`config.mk`:
```
export PLATFORM = sky130hd
export DESIGN_NAME = prng_stream_monitor
export DESIGN_NICKNAME = d
export VERILOG_FILES = /design/src/rtl/prng_pkg.sv /design/src/rtl/prng_stream_monitor.sv
export SDC_FILE = /design/constraint.sdc
export NUM_CORES = 1
export LEC_CHECK = 0
export CORE_UTILIZATION = 60
export CTS_CLUSTER_SIZE = 8
export DETAILED_ROUTE_END_ITERATION = 7
export GPL_TIMING_DRIVEN = 0
export PLACE_DENSITY = 0.86
export SLEW_MARGIN = 10
export SYNTH_ARGS = -nofsm -noshare
export SYNTH_HDL_FRONTEND = slang
export SYNTH_SLANG_ARGS = --single-unit
```
`constraint.sdc`:
```
create_clock -name clk -period 7.3 [get_ports clk]
set_clock_uncertainty 0.15 [all_clocks]
set_input_delay 1.46 -clock clk [delete_from_list [all_inputs] [get_ports clk]]
set_output_delay 1.46 -clock clk [all_outputs]
set_load 0.02 [all_outputs]
```
`src/rtl/prng_pkg.sv`:
```
// Shared types and helpers for the integer PRNG stages
// and their downstream stream monitor.
package prng_pkg;

  localparam int N_DEFAULT = 8;
  localparam int STATE_W   = 2;
  localparam int POP_W     = 64;
  localparam int POPCNT_W  = 8;

  typedef enum logic [STATE_W-1:0] {
    IDLE    = 2'd0,
    CAPTURE = 2'd1,
    MONITOR = 2'd2,
    DONE    = 2'd3
  } state_t;

  // Callers zero-extend their N-bit sample to POP_W.
  function automatic logic [POPCNT_W-1:0] popcount(
    input logic [POP_W-1:0] v
  );
    logic [POPCNT_W-1:0] c;
    c = '0;
    for (int i = 0; i < POP_W; i++) begin
      c = c + POPCNT_W'(v[i]);
    end
    return c;
  endfunction

endpackage

```
`src/rtl/prng_stream_monitor.sv`:
```
// Measures period, sample count and one-bit bias of a
// PRNG stream qualified by prng_valid.
module prng_stream_monitor
  import prng_pkg::*;
#(
  parameter int N           = N_DEFAULT,
  parameter int CNT_W       = 32,
  parameter int MAX_SAMPLES = 300
) (
  input  logic             clk,
  input  logic             reset,
  input  logic             start,
  input  logic [N-1:0]     prng_data,
  input  logic             prng_valid,
  output logic             busy,
  output logic             done,
  output logic             period_found,
  output logic             stuck,
  output logic             timeout,
  output logic [CNT_W-1:0] period,
  output logic [CNT_W-1:0] sample_count,
  output logic [CNT_W-1:0] ones_count
);

  localparam logic [CNT_W-1:0] MAX_CNT =
    CNT_W'(MAX_SAMPLES);

  state_t              state;
  logic [N-1:0]        first_value;
  logic [CNT_W-1:0]    mon_cnt;

  logic [POPCNT_W-1:0] pop;
  logic [CNT_W:0]      ones_sum;
  logic [CNT_W-1:0]    ones_nxt;
  logic [CNT_W-1:0]    sample_nxt;
  logic [CNT_W-1:0]    mon_nxt;
  logic                match;

  // Saturating next values for all counters.
  always_comb begin
    pop        = popcount(POP_W'(prng_data));
    ones_sum   = {1'b0, ones_count}
               + (CNT_W+1)'(pop);
    ones_nxt   = ones_sum[CNT_W] ? '1
               : ones_sum[CNT_W-1:0];
    sample_nxt = (&sample_count) ? sample_count
               : sample_count + 1'b1;
    mon_nxt    = (&mon_cnt) ? mon_cnt
               : mon_cnt + 1'b1;
    match      = (prng_data == first_value);
  end

  // Measurement FSM with registered results.
  always_ff @(posedge clk or negedge reset) begin
    if (!reset) begin
      state        <= IDLE;
      first_value  <= '0;
      mon_cnt      <= '0;
      busy         <= 1'b0;
      done         <= 1'b0;
      period_found <= 1'b0;
      stuck        <= 1'b0;
      timeout      <= 1'b0;
      period       <= '0;
      sample_count <= '0;
      ones_count   <= '0;
    end else if (start) begin
      state        <= CAPTURE;
      mon_cnt      <= '0;
      busy         <= 1'b1;
      done         <= 1'b0;
      period_found <= 1'b0;
      stuck        <= 1'b0;
      timeout      <= 1'b0;
      period       <= '0;
      sample_count <= '0;
      ones_count   <= '0;
    end else begin
      unique case (state)
        IDLE: begin
        end
        CAPTURE: begin
          if (prng_valid) begin
            first_value  <= prng_data;
            sample_count <= CNT_W'(1);
            ones_count   <= CNT_W'(pop);
            state        <= MONITOR;
          end
        end
        MONITOR: begin
          if (prng_valid) begin
            mon_cnt      <= mon_nxt;
            sample_count <= sample_nxt;
            ones_count   <= ones_nxt;
            if (match) begin
              period       <= mon_nxt;
              period_found <= 1'b1;
              stuck        <= (mon_nxt == CNT_W'(1));
              busy         <= 1'b0;
              done         <= 1'b1;
              state        <= DONE;
            end else if (mon_nxt == MAX_CNT) begin
              timeout <= 1'b1;
              period  <= '0;
              busy    <= 1'b0;
              done    <= 1'b1;
              state   <= DONE;
            end
          end
        end
        DONE: begin
        end
      endcase
    end
  end

endmodule

```
==> reports/results.tsv, run 1 <==
metric	value	unit
dieHeight	119	µm
grt_max_degree	115	
p_seq_frac	0.443	
clock_power_share	0.456	
route.vias.total	7900	
cts-root-buf	clkbuf_16	
synth_edf_count	0	
grt_use_total	0.350	
clk_pin_slew	60	ps
p_sw	0.477	mW
slew_viol_final	0	
p_comb_frac	0.101	
path_class	input pin to register	
die_area	0.0142	mm²
ys_types	58	
drtIter0Drc	705	
whs	346	ps
area_growth	23.3	%
detail-route-antenna-nets	0	
port-buffer-count	110	
antenna_found_initial	0	
post_drt_wl_per_cell	19.8	µm
io_pins	113	
synth_nets	940	
grt_pass1_wl	38400	µm
p_sw_frac	0.257	
rows	42	
crit_required	7520	ps
synth-seq-cells	143	
powerDensity	183	mW/mm²
cp.arrival	6950	ps
async_reset_ff_frac	1.00	
ctsHtreeMaxLevel	4	
die_x	119	µm
cts_made_buffers	17	
ys.warnings.count	0	
cts_setup_buffers	0	
drv_cap	0	
fmax	0.149	GHz
setup_ws	568	ps
crit_path_end_kind	register	
finalHoldViolations	0	
diodes	0	
start_util	0.619	
route.detailed.drc	0	
vias_per_cell	6.42	
layout_min_cycle_time	6730	ps
hold_class	register to register	
post-route-util	0.763	
slew_headroom	0.234	
worstSkewPairLatency	430	ps
worstPathMaxFanout	10	
core_area	0.0133	mm²
status	completed	
nets	1070	
dp.final_hpwl	17100	µm
ys.flop_type	dfrtp_1	
p_int	1.38	mW
rsz0062_at_grt	false	
critPathLaunchType	input pin	
setup_violations	0	
cts_hold_buf	0	
cts_buffer_depth	2	
p_leak	4.30	nW
clock_sinks	143	
synthCells	914	
cts-resized-gates	0	
setup_tns	0	ps
synth_area_per_cell	9.00	µm²
dpl_worst_slack	292	ps
firstDrtPassIters	5	
ys_seq_area_frac	0.435	
totalWireLength	24300	µm
netlist_area	0.00823	mm²
finalWeightedCongestion	0.980	
grt_overflow	0	
cts_tree	yes	
grt_pass1_vias	7525	
fin_crit_sh	0.922	
ir_drop	0.167	mV
final_layout_size_suffix_gt1_frac	0.0541	
worst_slew_pin_slew	1140	ps
## metal layers
layer  global-route usage  vias up  routed length, µm
met5                    0        -                  0
met1                0.444     3828               9830
li1                     -     3615                  -
met4                0.134        0                631
met2                0.576      400              11800
met3               0.0881       57               2070
## registers in the layout, indices dropped and copies added, names as in the netlist
name and cells:
busy 1, done 1, first_value 8, mon_cnt 32, ones_count 32, period 32, period_found 1, sample_count 32
state 2, stuck 1, timeout 1
## critical path, cell delays in order
cell and delay [ps]:
clkdlybuf4s50_1 520, inv_1 80, fa_1 580, fa_1 460, fa_1 500, inv_1 40, ha_1 200, fa_1 550
inv_1 80, fa_1 430, nor2b_1 150, o21a_1 150, o211ai_1 190, nor2_1 250, nand2_1 130, nor2_1 660
o21ai_0 210, a21oi_1 220, a21o_1 100
## power groups by stage
stage          Combinational (mW)  Sequential (mW)  Clock (mW)
2_1_floorplan               0.110            0.839           0
3_3_place_gp                0.173            0.836           0
3_5_place_dp                0.184            0.837           0
4_1_cts                     0.186            0.823       0.851
5_1_grt                     0.207            0.825       0.885
6_report                    0.187            0.823       0.848
## cells in the mapped netlist (27+ instances only)
master	count	share of area
a21oi_1	38	0.023
a32o_1	31	0.038
and3_1	28	0.021
clkbuf_1	42	0.019
dfrtp_1	143	0.43
inv_1	36	0.016
nand2_1	91	0.042
nand3_1	43	0.026
nand4_1	27	0.021
nor2_1	80	0.036
o21ai_0	82	0.050
xnor2_1	29	0.031
## final timing paths
path | start | to | slack, ps | depth (start not counted)
worst max-delay path | prng_data[0] | ones_count[0] | 570 | 19
max in group asynchronous | reset | period[20] | 5430 | 2
worst min register to register | period_found | period_found | 350 | 1
worst min-delay path | period_found | period_found | 350 | 1
min in group asynchronous | reset | mon_cnt[27] | 730 | 1
worst max register to register | mon_cnt[1] | period[1] | 2740 | 12
## logic make-up (layout without fill, tap and decap cells)
| group | after synthesis | in the layout | share of synthesized area |
|---|---|---|---|
| compound gates | 249 | 249 | 0.204 |
| xor+xnor | 55 | 55 | 0.0585 |
| fa+ha+maj | 14 | 14 | 0.0258 |
| buf+inv | 86 | 226 | 0.0435 |
| flops | 143 | 143 | 0.435 |
| mux | 11 | 11 | 0.0146 |
| simple gates | 356 | 356 | 0.219 |
## placed cells by master, fill, tap and decap left out, types with 9 or more instances in the layout
master	Yosys	layout
a21o_1	10	10
a21oi_1	38	38
a22o_1	26	26
a31oi_1	16	16
a32o_1	31	31
and3_1	28	28
clkbuf_1	42	42
clkbuf_16	0	17
clkdlybuf4s50_1	0	109
dfrtp_1	143	143
ha_1	9	9
inv_1	36	36
nand2_1	91	91
nand3_1	43	43
nand4_1	27	27
nor2_1	80	80
nor3_1	18	18
o21ai_0	82	82
o31ai_1	11	11
or3_1	16	16
xnor2_1	29	29
xor2_1	26	26
## metrics by stage
step                      total power [mW]  area [µm²]  cells
after floorplan                      0.949        8230    914
after global placement                1.01        9550   1200
after detailed placement              1.02        9580   1201
after CTS                             1.86       10100   1230
after global routing                  1.92       10100   1230
final                                 1.86       10100   1230
## cell type report
type | count | area, µm²
clock inverters | 12 | 139
well taps | 176 | 220
multi-input cells | 685 | 4290
fillers | 938 | 3150
clock buffers | 17 | 425
repair buffers | 111 | 1130
inverters | 36 | 135
flip-flops and latches | 143 | 3580
plain buffers | 50 | 223
(Power assumes the default switching activity.)
==> run 2, diff against run 1 <==
--- a/config.mk
+++ b/config.mk
@@ -5,11 +5,12 @@
 export SDC_FILE = /design/constraint.sdc
 export NUM_CORES = 1
 export LEC_CHECK = 0
-export CORE_UTILIZATION = 60
+export CORE_UTILIZATION = 62
+export CTS_BUF_LIST = sky130_fd_sc_hd__clkbuf_4
 export CTS_CLUSTER_SIZE = 8
 export DETAILED_ROUTE_END_ITERATION = 7
 export GPL_TIMING_DRIVEN = 0
-export PLACE_DENSITY = 0.86
+export PLACE_DENSITY = 0.89
 export SLEW_MARGIN = 10
 export SYNTH_ARGS = -nofsm -noshare
 export SYNTH_HDL_FRONTEND = slang
==> reports/results.tsv, run 2 (same netlist as run 1, synthesis figures left out) <==
metric	value	unit	change
status	completed		
cp_cell_sequence	clkdlybuf4s50_1, inv_1, fa_1, fa_1, fa_1, inv_1, ha_1, fa_1, inv_1, fa_1, nor2b_1, o21a_1, o211ai_1, nor3_1, nand3_1, clkbuf_1, o21a_1, o21ai_0		
nFillCells	884		-5.8%
worst_slew_pin_slew	1190	ps	+50.1 ps
slowest_delay	560	ps	-100 ps
grt_use_total	0.365		+0.0149
grt_pass1_vias	7179		-4.6%
port-buffer-count	110		unchanged
antenna_found_initial	0		unchanged
detail-route-antenna-nets	0		unchanged
slew_viol_final	0		unchanged
die_x	117	µm	-1.6%
dieHeight	117	µm	-1.6%
ir_drop	0.121	mV	-27%
area_growth	19.9	%	
io_pins	113		unchanged
ctsHtreeMaxLevel	4		unchanged
cts_tree	yes		
crit_required	7650	ps	+130 ps
route.vias.total	7888		-0.15%
setup_violations	0		unchanged
clk_pin_slew	140	ps	+80 ps
dpl_worst_slack	316	ps	+24.0 ps
post-route-util	0.773		+0.00943
p_leak	4.17	nW	-3.1%
hold_class	register to register		
cts_buffer_depth	2		unchanged
cp.arrival	6830	ps	-120 ps
rows	41		-2.4%
rsz0062_at_grt	false		
core_area	0.0128	mm²	-3.9%
post_drt_wl_per_cell	19.4	µm	-1.9%
path_class	input pin to register		
cp_top_family	adder cells		
cp_common_cell	fa_1		
dp_cells	1197		-0.33%
route.detailed.drc	0		unchanged
die_area	0.0137	mm²	-3.2%
final_cell_mix	dfrtp_1 (143), clkdlybuf4s50_1 (109), nand2_1 (91)		
cts-root-buf	clkbuf_4		
clock_sinks	143		unchanged
layout_min_cycle_time	6480	ps	-253 ps
slew_headroom	0.201		-0.0337
drv_cap	0		unchanged
grt_pass1_wl	37600	µm	-2.0%
crit_path_end_kind	register		
grt_overflow	0		unchanged
cts_made_buffers	17		unchanged
final_layout_size_suffix_gt1_frac	0.0558		+0.00174
worstSkewPairLatency	590	ps	+160 ps
timing.critical_path.buf_inv	5		+1
finalHoldViolations	0		unchanged
diodes	0		unchanged
cts-resized-gates	0		unchanged
vias_per_cell	6.42		about the same
fin_crit_sh	0.888		-0.0347
finalWeightedCongestion	0.955		-2.5%
start_util	0.644		+0.0253
critPathLaunchType	input pin		
crit_slowest_cell	fa_1		
dp.final_hpwl	16900	µm	-0.82%
cts_setup_buffers	0		unchanged
powerDensity	157	mW/mm²	-14%
worstPathMaxFanout	10		unchanged
fin_cells	1229		-0.081%
setup_ws	821	ps	+253 ps
totalWireLength	23800	µm	-2.0%
grt_max_degree	101		-12%
cts_hold_buf	0		unchanged
final_common_cell	dfrtp_1		
drtIter0Drc	854		+21%
nets	1070		unchanged
firstDrtPassIters	7		+2
fmax	0.154	GHz	+3.9%
==> run 2: changes by cell type in the layout (fill, tap and decap cells not counted), sizes merged <==
cell,previous run,this run
clkinv,6,2
clkinvlp,1,5
inv,39,41
clkbuf,59,60
==> run 2: cell type report <==
cell class,instances,area (µm²),share of cell area
sequential,143,3580,0.363
inverter,36,135,0.0137
clock inverter,14,156,0.0158
clock buffer,18,135,0.0137
timing repair buffer,111,1130,0.115
buffer,50,223,0.0226
multi-input combinational,685,4290,0.435
tap,172,215,0.0218
==> run 2: metal layers <==
metal | global-route usage | vias up | share of wire
met4 | 0.138 | 0 | 0.030
met3 | 0.0808 | 64 | 0.084
met2 | 0.568 | 381 | 0.47
met5 | 0 | - | 0
met1 | 0.502 | 3834 | 0.42
li1 | - | 3609 | -
==> run 2: metrics by stage <==
stage | power (mW) | hold WS, ps | cell area [µm²] | setup TNS [ps]
after floorplan | 0.949 | 352 | 8230 | 0
after global placement | 1.01 | 331 | 9550 | -155370
after detailed placement | 1.02 | 322 | 9580 | 0
after CTS | 1.55 | 367 | 9870 | 0
after global routing | 1.60 | 392 | 9870 | 0
final | 1.55 | 372 | 9870 | 0
==> run 2: path summary, 6_finish.rpt <==
check,from,endpoint,slack [ps],cells past startpoint
setup / recovery,prng_data[0],ones_count[17],820,18
hold / removal,stuck,stuck,370,1
setup reg to reg,mon_cnt[1],period[13],2660,12
hold reg to reg,stuck,stuck,370,1
max in group asynchronous,reset,ones_count[12],5580,2
min in group asynchronous,reset,period[28],590,1
==> run 2: power by group <==
group          switching, mW  internal (mW)  leakage (nW)
Clock                  0.329          0.212         0.142
Combinational          0.113         0.0712          2.06
Sequential            0.0143          0.808          1.97
Total                  0.456           1.09          4.17
==> RTL change 1: new RTL, settings of run 1 <==
The 4 states of `state_t` get a one-hot encoding in 4 bits.
--- a/src/rtl/prng_pkg.sv
+++ b/src/rtl/prng_pkg.sv
@@ -7,11 +7,11 @@
   localparam int POP_W     = 64;
   localparam int POPCNT_W  = 8;
 
-  typedef enum logic [STATE_W-1:0] {
-    IDLE    = 2'd0,
-    CAPTURE = 2'd1,
-    MONITOR = 2'd2,
-    DONE    = 2'd3
+  typedef enum logic [3:0] {
+    IDLE    = 4'b0001,
+    CAPTURE = 4'b0010,
+    MONITOR = 4'b0100,
+    DONE    = 4'b1000
   } state_t;
 
   // Callers zero-extend their N-bit sample to POP_W.
Check against the original RTL: no difference found for any inputs over 4 cycles, from zero or initial values and one cycle with reset low; so few cycles prove little.
==> RTL change 1 against run 1 <==
First-iteration DRC count increased by 11%; combinational power increased by 14%; hold slack got worse by 0.024 ns; routed wire length decreased by 0.92%; sequential cell count increased by 2; cell area increased by 4.2%; total power increased by 7.9%; worst setup slack got worse by 0.31 ns; synthesized area increased by 3.3%; die area increased by 3.3%; non-clock buffer count increased by 14; sequential power increased by 2%; critical endpoint is now ones_count[29]$_DFFE_PN0P_; largest power group unchanged.
==> RTL change 1: results (changes against run 1) <==
- Outcome: completed
- Worst EP arrival: 7.24 ns (+0.29 ns)
- Clock power share: 0.473 (+0.017)
- Synth unique cells: 71 (+22%)
- Worst r2r dst: period[19]$_DFFE_PN0P_
- CTS Buf Count: 17 (unchanged)
- Static leakage: 4.27 nW (-0.70%)
- Yosys warnings: 0 (unchanged)
- Hold path depth: 2 (+1)
- Vias in the first global route: 7,730 (+2.7%)
- Reg area: 0.00363 mm² (+1.4%)
- Most frequent cells after synthesis: dfrtp_1, nand2_1, nor2_1
- Dpl cell area: 0.00987 mm² (+3.0%)
- R2R Path Start: mon_cnt[8]$_DFFE_PN0P_
- First-pass GRT wire length: 38,600 µm (+0.63%)
- IO buf count: 111 (+0.91%)
- Worst min-delay path startpoint: period_found$_DFFE_PN0P_
- Clk_lat worst skew: 0.44 ns
- Switching share of power: 0.252 (-0.00441)
- Cell count of the worst reg-to-reg path: 10 (-2)
- Worst vdd ir: 0.175 mV (+4.4%)
- Layout net count: 1,132 (+5.8%)
- Gpl congestion: 0.965 (-1.5%)
- Worst hold endpoint: period_found$_DFFE_PN0P_
- Via count: 8,097 (+2.5%)
- Number of synthesized flops with an enable pin: 0 (unchanged)
- Total track usage: 0.341 (-0.00882)
- Initial antenna violation count: 0 (unchanged)
- DP HPWL: 16,700 µm (-2.1%)
- Hold Path Class: reg2reg
- Crit-path max FO: 10 (unchanged)
- Largest net degree at the start of global routing: 110 (-4.3%)
- Fillers: 983 (+4.8%)
- Layout cells sized above 1: 0.0760 (+0.0219)
- Drt initial violations: 785 (+11%)
- # diodes: 0 (unchanged)
- Ys async rst share: 1.00 (unchanged)
- Comb pwr: 0.214 mW (+14%)
- Logic pwr share: 0.107 (+0.006)
- Total Wirelength: 24,100 µm (-0.92%)
- Syn Nets: 997 (+6.1%)
- Clock tree buffer depth: 2 (unchanged)
- Worst setup startpoint: prng_data[0]
- H-tree depth: 4 (unchanged)
- Drt first pass iters: 5 (unchanged)
- Worst Max-Slew Pin Slew: 1.05 ns (-0.0943 ns)
- Clk Tree Root Cell: clkbuf_16
- Reg2Reg Setup Slack: 2.54 ns (-0.20 ns)
- CTS clk-pin slew, worst paths: 0.06 ns (about the same)
- Synth area leaders: dfrtp_1, xnor2_1, nand2_1
- Sequential share of the synthesized area: 0.427 (-0.00792)
RTL change 1: cell types whose count changed in the layout (fill, tap and decap cells not counted), moves of 8 or more:
cell     delta
nor4_1      +8
nand2_1    +15
xnor2_1    +19
nor2_1     +24
buf_4      +10
buf_2      +12
nor3_1     +16
a32o_1     -19
a22o_1     -16
o21ai_0     -9
o22ai_1    +17
RTL change 1: worst max path at each step:
stage	to	cells after the start
final	ones_count[29]$_DFFE_PN0P_	20
after global routing	ones_count[29]$_DFFE_PN0P_	20
after CTS	ones_count[21]$_DFFE_PN0P_	20
after detailed placement	ones_count[20]$_DFFE_PN0P_	20
after global placement	sample_count[26]$_DFFE_PN0P_	1
after floorplan	ones_count[25]$_DFFE_PN0P_	19
RTL change 1: area by class of cell:
cell class | instances | share of cell area
Multi-Input combinational cell | 731 | 0.425
Buffer | 58 | 0.0260
Clock buffer | 20 | 0.0432
Clock inverter | 12 | 0.0170
Inverter | 36 | 0.0128
Tap cell | 180 | 0.0213
Timing Repair Buffer | 117 | 0.112
Sequential cell | 145 | 0.343
RTL change 1: cells by family (layout without fill, tap and decap cells):
kind of cell | count (synthesis) | count (layout) | synth area share
buffers and inverters | 95 | 243 | 0.0487
XOR/XNOR | 81 | 81 | 0.0834
flip-flops | 145 | 145 | 0.427
multiplexers | 6 | 6 | 0.00736
adder cells (fa/ha/maj) | 14 | 14 | 0.0250
AND/OR/NAND/NOR | 419 | 419 | 0.247
AO/OA/AOI/OAI | 211 | 211 | 0.162
RTL change 1: worst max-delay path, stage by stage:
cell and delay, ns:
clkdlybuf4s50_1 0.50, inv_1 0.09, fa_1 0.56, fa_1 0.43, fa_1 0.49, inv_1 0.04, ha_1 0.20, fa_1 0.53
inv_1 0.07, fa_1 0.44, nor2b_1 0.15, o21ai_1 0.18, a2111oi_4 0.48, and3_1 0.23, clkbuf_1 0.24, nand4_1 0.21
or2_2 0.37, clkbuf_1 0.26, o21a_1 0.18, o22ai_1 0.14
RTL change 1: per-stage QoR:
step	std cells	setup TNS, ns	hold WS, ns	setup slack, ns
after floorplan	971	0	0.320	0.594
after global placement	1262	-188.71	0.310	-1.17
after detailed placement	1263	-26.04	0.314	-1.20
after CTS	1294	0	0.329	0.0555
after global routing	1299	0	0.348	0.0336
final	1299	0	0.322	0.254
RTL change 1: what timing repair did:
action	4_1_cts	5_1_grt
pin swaps	1	2
setup buffers	0	5
endpoints found under the setup margin	28	27
resized for setup	5	1
RTL change 1: per-layer routing:
layer | vias up | track usage | wire [µm]
met1 | 3850 | 0.457 | 10100
met5 | - | 0 | 0
li1 | 3751 | - | -
met2 | 444 | 0.532 | 11300
met3 | 52 | 0.0940 | 2230
met4 | 0 | 0.122 | 509
==> RTL change 2: new RTL, flow settings as in run 1 <==
Made on the original files. The parameter `MAX_SAMPLES` goes from 300 to 150.
--- a/src/rtl/prng_stream_monitor.sv
+++ b/src/rtl/prng_stream_monitor.sv
@@ -5,7 +5,7 @@
 #(
   parameter int N           = N_DEFAULT,
   parameter int CNT_W       = 32,
-  parameter int MAX_SAMPLES = 300
+  parameter int MAX_SAMPLES = 150
 ) (
   input  logic             clk,
   input  logic             reset,
Formal check against the unedited RTL: same outputs for any inputs over 4 cycles, from zero or initial values and one cycle with reset low; that may be too few to reach the edited logic, so the function may still have changed.
==> RTL change 2 against run 1 <==
Sequential cell count is the same; total power grew 2.4%; routed wire length grew 2.6%; cell area grew 5.1%; synthesized area grew 5.7%; sequential power is essentially flat; register-to-register slack gained 0.35 ns; fmax shrank 3.2%; worst setup slack lost 0.22 ns; critical endpoint is now ones_count[4]$_DFFE_PN0P_; largest power group unchanged.
==> RTL change 2: results (changes against run 1) <==
- Reg2Reg Setup Slack: 3.09 ns (+0.35 ns)
- Most frequent cells after synthesis: dfrtp_1, nand2_1, o21ai_0
- Worst EP arrival: 7.16 ns (+0.21 ns)
- Crit-path max FO: 10 (unchanged)
- Worst min-delay path startpoint: period_found$_DFFE_PN0P_
- Worst vdd ir: 0.155 mV (-7.2%)
- H-tree depth: 4 (unchanged)
- DR WL/cell: 19.4 µm (-2.1%)
- Ys async rst share: 1.00 (unchanged)
- Hold Path Class: reg2reg
- Post-synthesis mux area share: 0.0139 (-0.000648)
- Worst hold endpoint: period_found$_DFFE_PN0P_
- Pre-CTS setup slack: 0.00969 ns (-0.282 ns)
- Clk_lat worst skew: 0.43 ns (about the same)
- Initial antenna violation count: 0 (unchanged)
- R2R Path Start: mon_cnt[1]$_DFFE_PN0P_
- Drt first pass iters: 7 (+2)
- Cell count of the worst reg-to-reg path: 14 (+2)
- Number of gates resized after CTS: 0 (unchanged)
- Via count: 8,424 (+6.6%)
- Dpl cell area: 0.0101 mm² (+5.0%)
- DP HPWL: 17,500 µm (+2.4%)
- Layout net count: 1,124 (+5.0%)
- Post-Synth Adder-Cell Area: 0.0244 (-0.00140)
- Synth area leaders: dfrtp_1, o21ai_0, xor2_1
- Synth Area in XOR/XNOR: 0.0695 (+0.0109)
- CP peak stage delay: 0.60 ns (-0.06 ns)
- Layout cells sized above 1: 0.0893 (+0.0352)
- Outcome: completed
- Hold path depth: 1 (unchanged)
- Static leakage: 4.45 nW (+3.5%)
- Clk Tree Root Cell: clkbuf_16
- IO buf count: 111 (+0.91%)
- CTS clk-pin slew, worst paths: 0.06 ns (about the same)
- Total track usage: 0.352 (+0.00171)
- Gpl congestion: 0.955 (-2.5%)
- Total Wirelength: 25,000 µm (+2.6%)
- First-pass GRT wire length: 40,700 µm (+5.9%)
- Slew Viols, Final: 0 (unchanged)
- Largest net degree at the start of global routing: 78 (-32%)
- # placed instances: 1,259 (+4.8%)
- Yosys warnings: 0 (unchanged)
- Compound-Gate Fraction of Synth Area: 0.201 (-0.00344)
- WHS: 0.337 ns (-0.00887 ns)
- Vias in the first global route: 7,947 (+5.6%)
- Slew HR: 0.170 (-0.0648)
- Syn Nets: 993 (+5.6%)
- Drt initial violations: 913 (+30%)
- CTS Buf Count: 17 (unchanged)
- # diodes: 0 (unchanged)
- Mapped Avg Cell Area: 9.00 µm² (about the same)
- Synth unique cells: 71 (+22%)
- Sequential share of the synthesized area: 0.411 (-0.0236)
- Worst r2r dst: period[14]$_DFFE_PN0P_
- Postcts setup bufs: 0 (unchanged)
- Slowest cell on crit path: or4_1
- Clock tree buffer depth: 2 (unchanged)
-- RTL change 2: cell types whose count changed in the layout (fill, tap and decap cells not counted), sizes merged, moves of 7 or more --
cell	change
or3	-9
xor2	+12
and3	-15
and2	+9
buf	+22
nor3	+7
a22o	-17
-- RTL change 2: area by class of cell --
type | instances | area (µm²)
inverters | 43 | 161
fillers | 1017 | 3330
clock buffers | 19 | 453
clock inverters | 11 | 141
flip-flops and latches | 143 | 3580
well taps | 180 | 225
multi-input cells | 716 | 4630
plain buffers | 65 | 332
repair buffers | 112 | 1140
-- RTL change 2: worst max-delay path by stage --
stage	from	to	slack (ns)	cells past startpoint
6_report	prng_data[0]	ones_count[4]$_DFFE_PN0P_	0.34	18
5_1_grt	prng_data[0]	ones_count[4]$_DFFE_PN0P_	0.06	18
4_1_cts	prng_data[0]	ones_count[4]$_DFFE_PN0P_	0.39	18
3_5_place_dp	prng_data[0]	ones_count[4]$_DFFE_PN0P_	0.01	18
3_3_place_gp	reset	period[13]$_DFFE_PN0P_	-1.00	1
2_1_floorplan	prng_data[0]	ones_count[15]$_DFFE_PN0P_	1.22	17
-- RTL change 2: metal layers --
layer	wire length (µm)	part of all wire	track usage	vias to the layer above
li1	-	-	-	3779
met1	11000	0.44	0.496	4131
met2	11300	0.45	0.533	454
met3	2040	0.082	0.0674	60
met4	651	0.026	0.144	0
met5	0	0	0	-
-- RTL change 2: logic make-up after synthesis --
group | count (synthesis)
multiplexers | 11
AO/OA/AOI/OAI | 257
adder cells (fa/ha/maj) | 14
XOR/XNOR | 69
flip-flops | 143
buffers and inverters | 108
AND/OR/NAND/NOR | 365
-- RTL change 2: critical path: cells and delay by family --
| kind | cells | cell delay (ns) |
|---|---|---|
| AOI/OAI and AO/OA | 4 | 0.68 |
| adders and majority gates | 6 | 2.65 |
| and+or+nand+nor | 3 | 1.18 |
| buffers and inverters | 5 | 1.17 |
-- RTL change 2: metrics by stage --
step | TNS [ns] | power [mW]
finish | 0 | 1.90
global route | 0 | 1.96
CTS | 0 | 1.90
detailed placement | 0 | 1.02
global placement | -141.87 | 1.01
floorplan | 0 | 0.948
-- RTL change 2: where the power goes --
part           total, mW  switching (mW)  internal [mW]  leakage [nW]
clock network      0.895           0.346          0.549         0.286
logic              0.185           0.115         0.0698          2.20
registers          0.824          0.0144          0.809          1.97
total               1.90           0.476           1.43          4.45
